File: config.mk
export PLATFORM = sky130hd
export DESIGN_NAME = rr_credit_tagger_flat
export DESIGN_NICKNAME = d
export VERILOG_FILES = /design/src/rtl/rr_credit_tagger_if.sv /design/src/rtl/rr_credit_tagger.sv /design/src/flat_wrapper.sv
export SDC_FILE = /design/constraint.sdc
export NUM_CORES = 1
export LEC_CHECK = 0
export BUFFER_PORTS_ARGS = -buffer_cell sky130_fd_sc_hd__buf_2
export CAP_MARGIN = 20
export CORE_MARGIN = 2
export CORE_UTILIZATION = 50
export CTS_CLUSTER_DIAMETER = 150
export DETAILED_ROUTE_END_ITERATION = 12
export HOLD_SLACK_MARGIN = 0.08
export PLACE_DENSITY = 0.82
export SYNTH_ARGS = -nofsm -noshare
export SYNTH_HDL_FRONTEND = slang
export SYNTH_SLANG_ARGS = --single-unit
File: constraint.sdc
create_clock -name clk -period 6.2 [get_ports clk]
set_input_delay 0.31 -clock clk [delete_from_list [all_inputs] [get_ports clk]]
set_output_delay 0.31 -clock clk [all_outputs]
set_load 0.01 [all_outputs]
File: src/rtl/rr_credit_tagger_if.sv
// ----------------------------------------------------------------------------
// rr_credit_tagger_if
// Beat-level stream bundle used on both sides of the round-robin credit
// tagger.
//
// Parameters
//   DATA_WIDTH  width of a data beat
//   KEEP_WIDTH  width of the keep mask
//
// Signals
//   data   beat payload                        (source -> sink)
//   keep   byte keep mask                      (source -> sink)
//   last   final beat of a packet              (source -> sink)
//   valid  beat present                        (source -> sink)
//   ready  sink can take the beat this cycle   (sink -> source)
//
// Modports
//   master  the side that produces beats
//   slave   the side that consumes beats
// ----------------------------------------------------------------------------
interface rr_credit_tagger_if #(
    parameter int DATA_WIDTH = 64,
    parameter int KEEP_WIDTH = 8
) ();
    logic [DATA_WIDTH-1:0] data;
    logic [KEEP_WIDTH-1:0] keep;
    logic                  last;
    logic                  valid;
    logic                  ready;

    modport master (
        output data,
        output keep,
        output last,
        output valid,
        input  ready
    );

    modport slave (
        input  data,
        input  keep,
        input  last,
        input  valid,
        output ready
    );
endinterface

File: src/rtl/rr_credit_tagger.sv
// ----------------------------------------------------------------------------
// rr_credit_tagger
// Upstream stage of the tagged crossbar. Takes one untagged packet stream and
// stamps every beat with a destination tag. A destination is chosen once per
// packet, round-robin over the destinations that still hold credits. Each
// destination owns a credit counter, so no crossbar output ever has more
// packets in flight than its consumer can absorb.
//
// Parameters
//   DATA_WIDTH        width of a data beat
//   KEEP_WIDTH        width of the keep mask
//   NUM_DESTS         number of destinations (>= 2)
//   TAG_WIDTH         width of out_tag, $clog2(NUM_DESTS)
//   CREDITS_PER_DEST  packets allowed in flight per destination (>= 1)
//
// Ports
//   clk            clock
//   rst            synchronous, active-high reset
//   in_bus         untagged input stream (slave side)
//   out_bus        registered output stream (master side)
//   out_tag        destination of the beat presented on out_bus
//   credit_return  one-cycle pulse per bit: destination d finished a packet
//   credit_err     sticky: a credit came back while its counter was full
//   stat_pkts      (RR_TAGGER_STATS_EN only) packets started, wrapping
//   stat_stalls    (RR_TAGGER_STATS_EN only) idle cycles blocked on credits,
//                  saturating
//
// Optional feature
//   Define RR_TAGGER_STATS_EN to add the stat_pkts / stat_stalls counters.
//   Without it the ports and counters do not exist; core behaviour is the
//   same either way.
// ----------------------------------------------------------------------------
module rr_credit_tagger #(
    parameter int DATA_WIDTH       = 64,
    parameter int KEEP_WIDTH       = 8,
    parameter int NUM_DESTS        = 4,
    parameter int TAG_WIDTH        = $clog2(NUM_DESTS),
    parameter int CREDITS_PER_DEST = 2
) (
    input  logic                  clk,
    input  logic                  rst,
    rr_credit_tagger_if.slave     in_bus,
    rr_credit_tagger_if.master    out_bus,
    output logic [TAG_WIDTH-1:0]  out_tag,
    input  logic [NUM_DESTS-1:0]  credit_return,
    output logic                  credit_err
`ifdef RR_TAGGER_STATS_EN
    ,
    output logic [31:0]           stat_pkts,
    output logic [31:0]           stat_stalls
`endif
);

    localparam int                  CW         = $clog2(CREDITS_PER_DEST + 1);
    localparam logic [CW-1:0]       CREDIT_MAX = CW'(CREDITS_PER_DEST);
    localparam logic [TAG_WIDTH-1:0] LAST_DEST = TAG_WIDTH'(NUM_DESTS - 1);

    typedef enum logic [0:0] {
        IDLE = 1'b0,
        BUSY = 1'b1
    } state_t;

    state_t state_q, state_d;

    logic [NUM_DESTS-1:0][CW-1:0] credit_q;
    logic [TAG_WIDTH-1:0]         rr_ptr_q;
    logic [TAG_WIDTH-1:0]         tag_q;

    logic [TAG_WIDTH:0]           cand_sum;
    logic [TAG_WIDTH-1:0]         cand_idx;
    logic [TAG_WIDTH-1:0]         pick_idx;
    logic                         pick_found;

    logic                         in_ready;
    logic                         accept;
    logic                         pkt_start;
    logic                         load_en;
    logic [TAG_WIDTH-1:0]         beat_tag;
    logic [NUM_DESTS-1:0]         consume;

    logic [DATA_WIDTH-1:0]        data_q;
    logic [KEEP_WIDTH-1:0]        keep_q;
    logic                         last_q;
    logic                         valid_q;
    logic [TAG_WIDTH-1:0]         out_tag_q;

    // Round-robin search starting at rr_ptr over the registered credits.
    // The candidate index is formed one bit wider so the wrap back to zero
    // is a single subtract, which also works when NUM_DESTS is not a power
    // of two.
    always_comb begin
        pick_found = 1'b0;
        pick_idx   = '0;
        cand_sum   = '0;
        cand_idx   = '0;
        for (int i = 0; i < NUM_DESTS; i++) begin
            cand_sum = {1'b0, rr_ptr_q} + (TAG_WIDTH + 1)'(i);
            if (cand_sum >= (TAG_WIDTH + 1)'(NUM_DESTS)) begin
                cand_sum = cand_sum - (TAG_WIDTH + 1)'(NUM_DESTS);
            end
            cand_idx = cand_sum[TAG_WIDTH-1:0];
            if (!pick_found && (credit_q[cand_idx] != '0)) begin
                pick_found = 1'b1;
                pick_idx   = cand_idx;
            end
        end
    end

    // Handshake and packet FSM. Credits only gate the first beat of a
    // packet; once a packet is in BUSY it runs to its last beat on tag_q.
    always_comb begin
        state_d   = state_q;
        load_en   = !valid_q || out_bus.ready;
        in_ready  = load_en && ((state_q == BUSY) || pick_found);
        accept    = in_bus.valid && in_ready;
        pkt_start = accept && (state_q == IDLE);
        beat_tag  = (state_q == IDLE) ? pick_idx : tag_q;
        case (state_q)
            IDLE: begin
                if (accept && !in_bus.last) begin
                    state_d = BUSY;
                end
            end
            BUSY: begin
                if (accept && in_bus.last) begin
                    state_d = IDLE;
                end
            end
            default: begin
                state_d = IDLE;
            end
        endcase
    end

    always_ff @(posedge clk) begin
        if (rst) begin
            state_q <= IDLE;
        end else begin
            state_q <= state_d;
        end
    end

    // Packet tag and round-robin pointer advance only at packet start.
    always_ff @(posedge clk) begin
        if (rst) begin
            tag_q    <= '0;
            rr_ptr_q <= '0;
        end else if (pkt_start) begin
            tag_q    <= pick_idx;
            rr_ptr_q <= (pick_idx == LAST_DEST) ? '0 : pick_idx + TAG_WIDTH'(1);
        end
    end

    // Single output register. When it cannot load (full and stalled) every
    // out_* field holds; when it loads without a new beat it just empties.
    always_ff @(posedge clk) begin
        if (rst) begin
            valid_q   <= 1'b0;
            data_q    <= '0;
            keep_q    <= '0;
            last_q    <= 1'b0;
            out_tag_q <= '0;
        end else if (load_en) begin
            valid_q <= accept;
            if (accept) begin
                data_q    <= in_bus.data;
                keep_q    <= in_bus.keep;
                last_q    <= in_bus.last;
                out_tag_q <= beat_tag;
            end
        end
    end

    always_comb begin
        consume = '0;
        for (int d = 0; d < NUM_DESTS; d++) begin
            consume[d] = pkt_start && (pick_idx == TAG_WIDTH'(d));
        end
    end

    // Per-destination credit counters. A return and a consume in the same
    // cycle cancel. A return into a full counter is a protocol error from
    // downstream: the count saturates and the sticky error flag is raised.
    always_ff @(posedge clk) begin
        if (rst) begin
            credit_q   <= {NUM_DESTS{CREDIT_MAX}};
            credit_err <= 1'b0;
        end else begin
            for (int d = 0; d < NUM_DESTS; d++) begin
                case ({credit_return[d], consume[d]})
                    2'b10: begin
                        if (credit_q[d] == CREDIT_MAX) begin
                            credit_err <= 1'b1;
                        end else begin
                            credit_q[d] <= credit_q[d] + CW'(1);
                        end
                    end
                    2'b01: begin
                        credit_q[d] <= credit_q[d] - CW'(1);
                    end
                    default: begin
                    end
                endcase
            end
        end
    end

    // The arbiter only ever picks a destination with a non-zero count, so a
    // consume from an empty counter would mean the arbiter is broken.
    for (genvar g = 0; g < NUM_DESTS; g++) begin : g_underflow_chk
        a_no_underflow : assert property (
            @(posedge clk) disable iff (rst) consume[g] |-> (credit_q[g] != '0)
        );
    end

    assign in_bus.ready  = in_ready;
    assign out_bus.data  = data_q;
    assign out_bus.keep  = keep_q;
    assign out_bus.last  = last_q;
    assign out_bus.valid = valid_q;
    assign out_tag       = out_tag_q;

`ifdef RR_TAGGER_STATS_EN
    // Packet counter wraps naturally; stall counter sticks at all-ones.
    always_ff @(posedge clk) begin
        if (rst) begin
            stat_pkts   <= '0;
            stat_stalls <= '0;
        end else begin
            if (pkt_start) begin
                stat_pkts <= stat_pkts + 32'd1;
            end
            if (in_bus.valid && (state_q == IDLE) && !pick_found &&
                (stat_stalls != 32'hFFFF_FFFF)) begin
                stat_stalls <= stat_stalls + 32'd1;
            end
        end
    end
`endif

endmodule

File: src/flat_wrapper.sv
// flat-port wrapper written by rule: the top's interface ports become plain ports
module rr_credit_tagger_flat 
#(
    parameter int DATA_WIDTH       = 64,
    parameter int KEEP_WIDTH       = 8,
    parameter int NUM_DESTS        = 4,
    parameter int TAG_WIDTH        = $clog2(NUM_DESTS),
    parameter int CREDITS_PER_DEST = 2
)
  (clk, rst, out_tag, credit_return, credit_err, in_bus_data, in_bus_keep, in_bus_last, in_bus_valid, in_bus_ready, out_bus_data, out_bus_keep, out_bus_last, out_bus_valid, out_bus_ready);
  rr_credit_tagger_if #(.DATA_WIDTH(DATA_WIDTH), .KEEP_WIDTH(KEEP_WIDTH)) in_bus_i ();
  rr_credit_tagger_if #(.DATA_WIDTH(DATA_WIDTH), .KEEP_WIDTH(KEEP_WIDTH)) out_bus_i ();
  input  logic clk;
  input  logic rst;
  output logic [TAG_WIDTH-1:0] out_tag;
  input  logic [NUM_DESTS-1:0] credit_return;
  output logic credit_err;
  input wire logic [$bits(in_bus_i.data)-1:0] in_bus_data;
  input wire logic [$bits(in_bus_i.keep)-1:0] in_bus_keep;
  input wire logic [$bits(in_bus_i.last)-1:0] in_bus_last;
  input wire logic [$bits(in_bus_i.valid)-1:0] in_bus_valid;
  output wire logic [$bits(in_bus_i.ready)-1:0] in_bus_ready;
  output wire logic [$bits(out_bus_i.data)-1:0] out_bus_data;
  output wire logic [$bits(out_bus_i.keep)-1:0] out_bus_keep;
  output wire logic [$bits(out_bus_i.last)-1:0] out_bus_last;
  output wire logic [$bits(out_bus_i.valid)-1:0] out_bus_valid;
  input wire logic [$bits(out_bus_i.ready)-1:0] out_bus_ready;
  assign in_bus_i.data = in_bus_data;
  assign in_bus_i.keep = in_bus_keep;
  assign in_bus_i.last = in_bus_last;
  assign in_bus_i.valid = in_bus_valid;
  assign in_bus_ready = in_bus_i.ready;
  assign out_bus_data = out_bus_i.data;
  assign out_bus_keep = out_bus_i.keep;
  assign out_bus_last = out_bus_i.last;
  assign out_bus_valid = out_bus_i.valid;
  assign out_bus_i.ready = out_bus_ready;
  rr_credit_tagger #(.DATA_WIDTH(DATA_WIDTH), .KEEP_WIDTH(KEEP_WIDTH), .NUM_DESTS(NUM_DESTS), .TAG_WIDTH(TAG_WIDTH), .CREDITS_PER_DEST(CREDITS_PER_DEST)) u_core (.clk(clk), .rst(rst), .in_bus(in_bus_i), .out_bus(out_bus_i), .out_tag(out_tag), .credit_return(credit_return), .credit_err(credit_err));
endmodule
==> results.md <==
* VDD IR-drop max at 216 uV
* First-pass GRT wire length at approximately 13,000 um
* Starting Density at a little over half
* Fillers at 613
* PwrDens at ~270 mW/mm2
* Least-Margin Pin Slew at 0.831 ns
* # setup viols final at 0
* Distinct cells, synth at 44
* Die footprint at about 0.0079 mm2
* Die width at 88.6 um
* WS Path Type: flip-flop to flip-flop
* Core box area at slightly below 0.007 mm2
* Vias in the first global route at roughly 3,200
* Final instance area at approximately 0.0046 mm2
* Inserted Clock Buffers at 9
* Die span in y at 88.6 um
* Mapped Nets at 535
* Met2 routed WL at ~4300 um
* Gr usage total at 21.5%
* Placed inst area at 0.00440 mm2
* WL per Instance at ~13 um
* Max Cap Viol at 0
* Worst path required time at 6.46 ns
* Slew HR at 44.6%
* Post-CTS setup buffer count at 0
* Post-route setup slack at 3.48 ns
* Antenna viol nets, final at 0
* Layout area overhead at 28.3%
* DRC at 0
* Number of port buffers at ~160
* DRT Pass-1 Iters at 4
* Final hold vios at 0
* Longest Clk Path Bufs at 2
* Final setup TNS at 0 ns
* Cells after Synth at 450
* Clock Skew at slightly above 0.01 ns
* Grt ovf at 0
* Antenna violations before repair at 0
* Syn Area/Cell at 7.96 um2
* WHS at 0.193 ns
* Startpoint Class: flip-flop
* Top Metal Used: met4
* Tcrit/Tclk final at 43.9%
* Rows at 30
* Share of cells above drive strength 1 at between 30% and 40%
* Slew Limit Fails at 0
* Clk Latency, worst-skew pair at 0.34 ns
* Gpl congestion at 0.816
* Wire length on met3 at 646 um
* Leak at 2.17 nW
* Crit path capture type: flip-flop
* Pin count of the biggest net entering global routing at 84
* Fmax at 0.367 GHz
* Synthesized area at 0.00358 mm2
* CTS Sinks at 90
* Ant. Diodes at 0
* Fin crit period at ~2.7 ns
* Clk root buf: clkbuf_8
* CP max FO at 7
* Synth warn at 0
* Yosys reg bits at 90
* Register clock-pin slew on the reported worst setup and hold paths at 0.09 ns
* Ranking of synthesized cells by area: dfxtp_1 50%, nand2_1 16%, a21oi_1 12%
* H-tree levels at 3
* Yosys top cell by area: dfxtp_1
* Status: finished, final reports clean
* Post-DP HPWL at 6250 um
* Post-CTS Resized at 0
* Arr. time, crit path at around 3 ns
* Initial DRC count at 107
* RSZ-0062 raised after global routing: false
* WL final at 8820 um
* WL met1 at between 3000 and 4000 um
* Sequential share of the synthesized area at 50.3%
* Nets at 678
* Pre-CTS setup slack at 3.49 ns
* Hold Path Class: input port to flip-flop
* Vias per cell at 5.16
* CTS tree: built
* Hold_buf cts at 0
* IO Pins at 159
* Synth top area share at 50.3%
* Vias at 3,578
## layer usage
layer  track usage, %  up-vias
met5                0        -
met4             8.82        0
met3             6.62       11
met2             36.9      116
met1             24.9     1651
li1                 -     1800
## power breakdown
group | switching, mW | leakage [nW] | internal [mW]
combinational | 0.123 | 1.34 | 0.0904
clock | 0.204 | 0.0905 | 0.188
sequential | 0.0290 | 0.740 | 0.619
total | 0.355 | 2.17 | 0.897
## flip-flops by register name, indices dropped and copies added (netlist names), named ones only
register and cells:
u_core.out_bus.keep 8, u_core.out_bus.last 1, u_core.out_bus.data 64, u_core.out_bus.valid 1, u_core.credit_err 1, u_core.rr_ptr_q 2, u_core.out_tag 2, u_core.credit_q 8
u_core.tag_q 2
## cells in the mapped netlist (all sizes together)
cell,instances
a31o,1
nand2,150
or3b,1
and3,1
or3,3
a21oi,83
o21a,3
mux2i,2
inv,8
ha,4
xor2,1
a211oi,1
nor2,11
o21ai,15
nor4,4
o211a,4
nand3,1
nand2b,3
o211ai,1
dfxtp,90
or2,2
and4,1
a21o,1
clkbuf,23
and3b,1
nor3b,1
nand3b,1
or4,3
nor2b,2
a311oi,2
o311ai,1
nand4,5
a221oi,1
nor3,6
a41oi,1
buf,6
a21boi,3
o221a,2
o311a,1
## worst max-delay path: stages, from the launching register on
cell and delay (ns):
dfxtp_1 0.37, or2_2 0.33, o221a_2 0.29, o21ai_0 0.42, inv_1 0.20, ha_1 0.27
and4_1 0.23, a211oi_1 0.28, nor2_1 0.07, a41oi_1 0.20
## path summary, 6_finish.rpt
kind	to	cells after the start	startpoint	slack, ns
worst max register to register	u_core.credit_err$_SDFF_PP0_	9	u_core.credit_q[7]$_SDFFE_PP1P_	3.48
worst min-delay path	u_core.out_bus.data[51]$_SDFFE_PP0P_	3	in_bus_data[51]	0.19
worst min register to register	u_core.out_bus.data[53]$_SDFFE_PP0P_	2	u_core.out_bus.data[53]$_SDFFE_PP0P_	0.46
worst max-delay path	u_core.credit_err$_SDFF_PP0_	9	u_core.credit_q[7]$_SDFFE_PP1P_	3.48
## through the flow
| stage | utilization (%) | cells | total power, mW |
|---|---|---|---|
| floorplan | - | 450 | 0.789 |
| global placement | 64.1 | 678 | 0.864 |
| detailed placement | 64.1 | 678 | 0.874 |
| CTS | 66.9 | 693 | 1.26 |
| global route | 66.9 | 693 | 1.32 |
| finish | 66.9 | 693 | 1.25 |
## cell families (layout without fill, tap and decap cells)
kind of cell | count (synthesis) | after routing | synth area share, %
and+or+nand+nor | 196 | 196 | 23.6
AOI/OAI and AO/OA | 120 | 120 | 19.6
DFF | 90 | 90 | 50.3
buffers and inverters | 37 | 184 | 4.30
adders and majority gates | 4 | 4 | 1.40
muxes | 2 | 2 | 0.559
xor gates and xnor gates | 1 | 1 | 0.245
## cell type report
cell class | count | area [um2] | share of cell area [%]
multi-input cells | 323 | 1640 | 35.6
well taps | 96 | 120 | 2.61
flip-flops and latches | 90 | 1800 | 39.2
clock inverters | 5 | 65.1 | 1.42
clock buffers | 10 | 128 | 2.78
inverters | 8 | 30.0 | 0.654
repair buffers | 161 | 813 | 17.7
## placed cells by master (no fill, tap or decap), drive strengths merged, types with 4 or more instances in the layout
cell / netlist / layout
ha: 4 / 4
nor4: 4 / 4
o21ai: 15 / 15
nor3: 6 / 6
nor2: 11 / 11
nand2: 150 / 150
buf: 6 / 161
dfxtp: 90 / 90
inv: 8 / 9
a21oi: 83 / 83
clkbuf: 23 / 10
o211a: 4 / 4
nand4: 5 / 5
(Power assumes the default switching activity.)
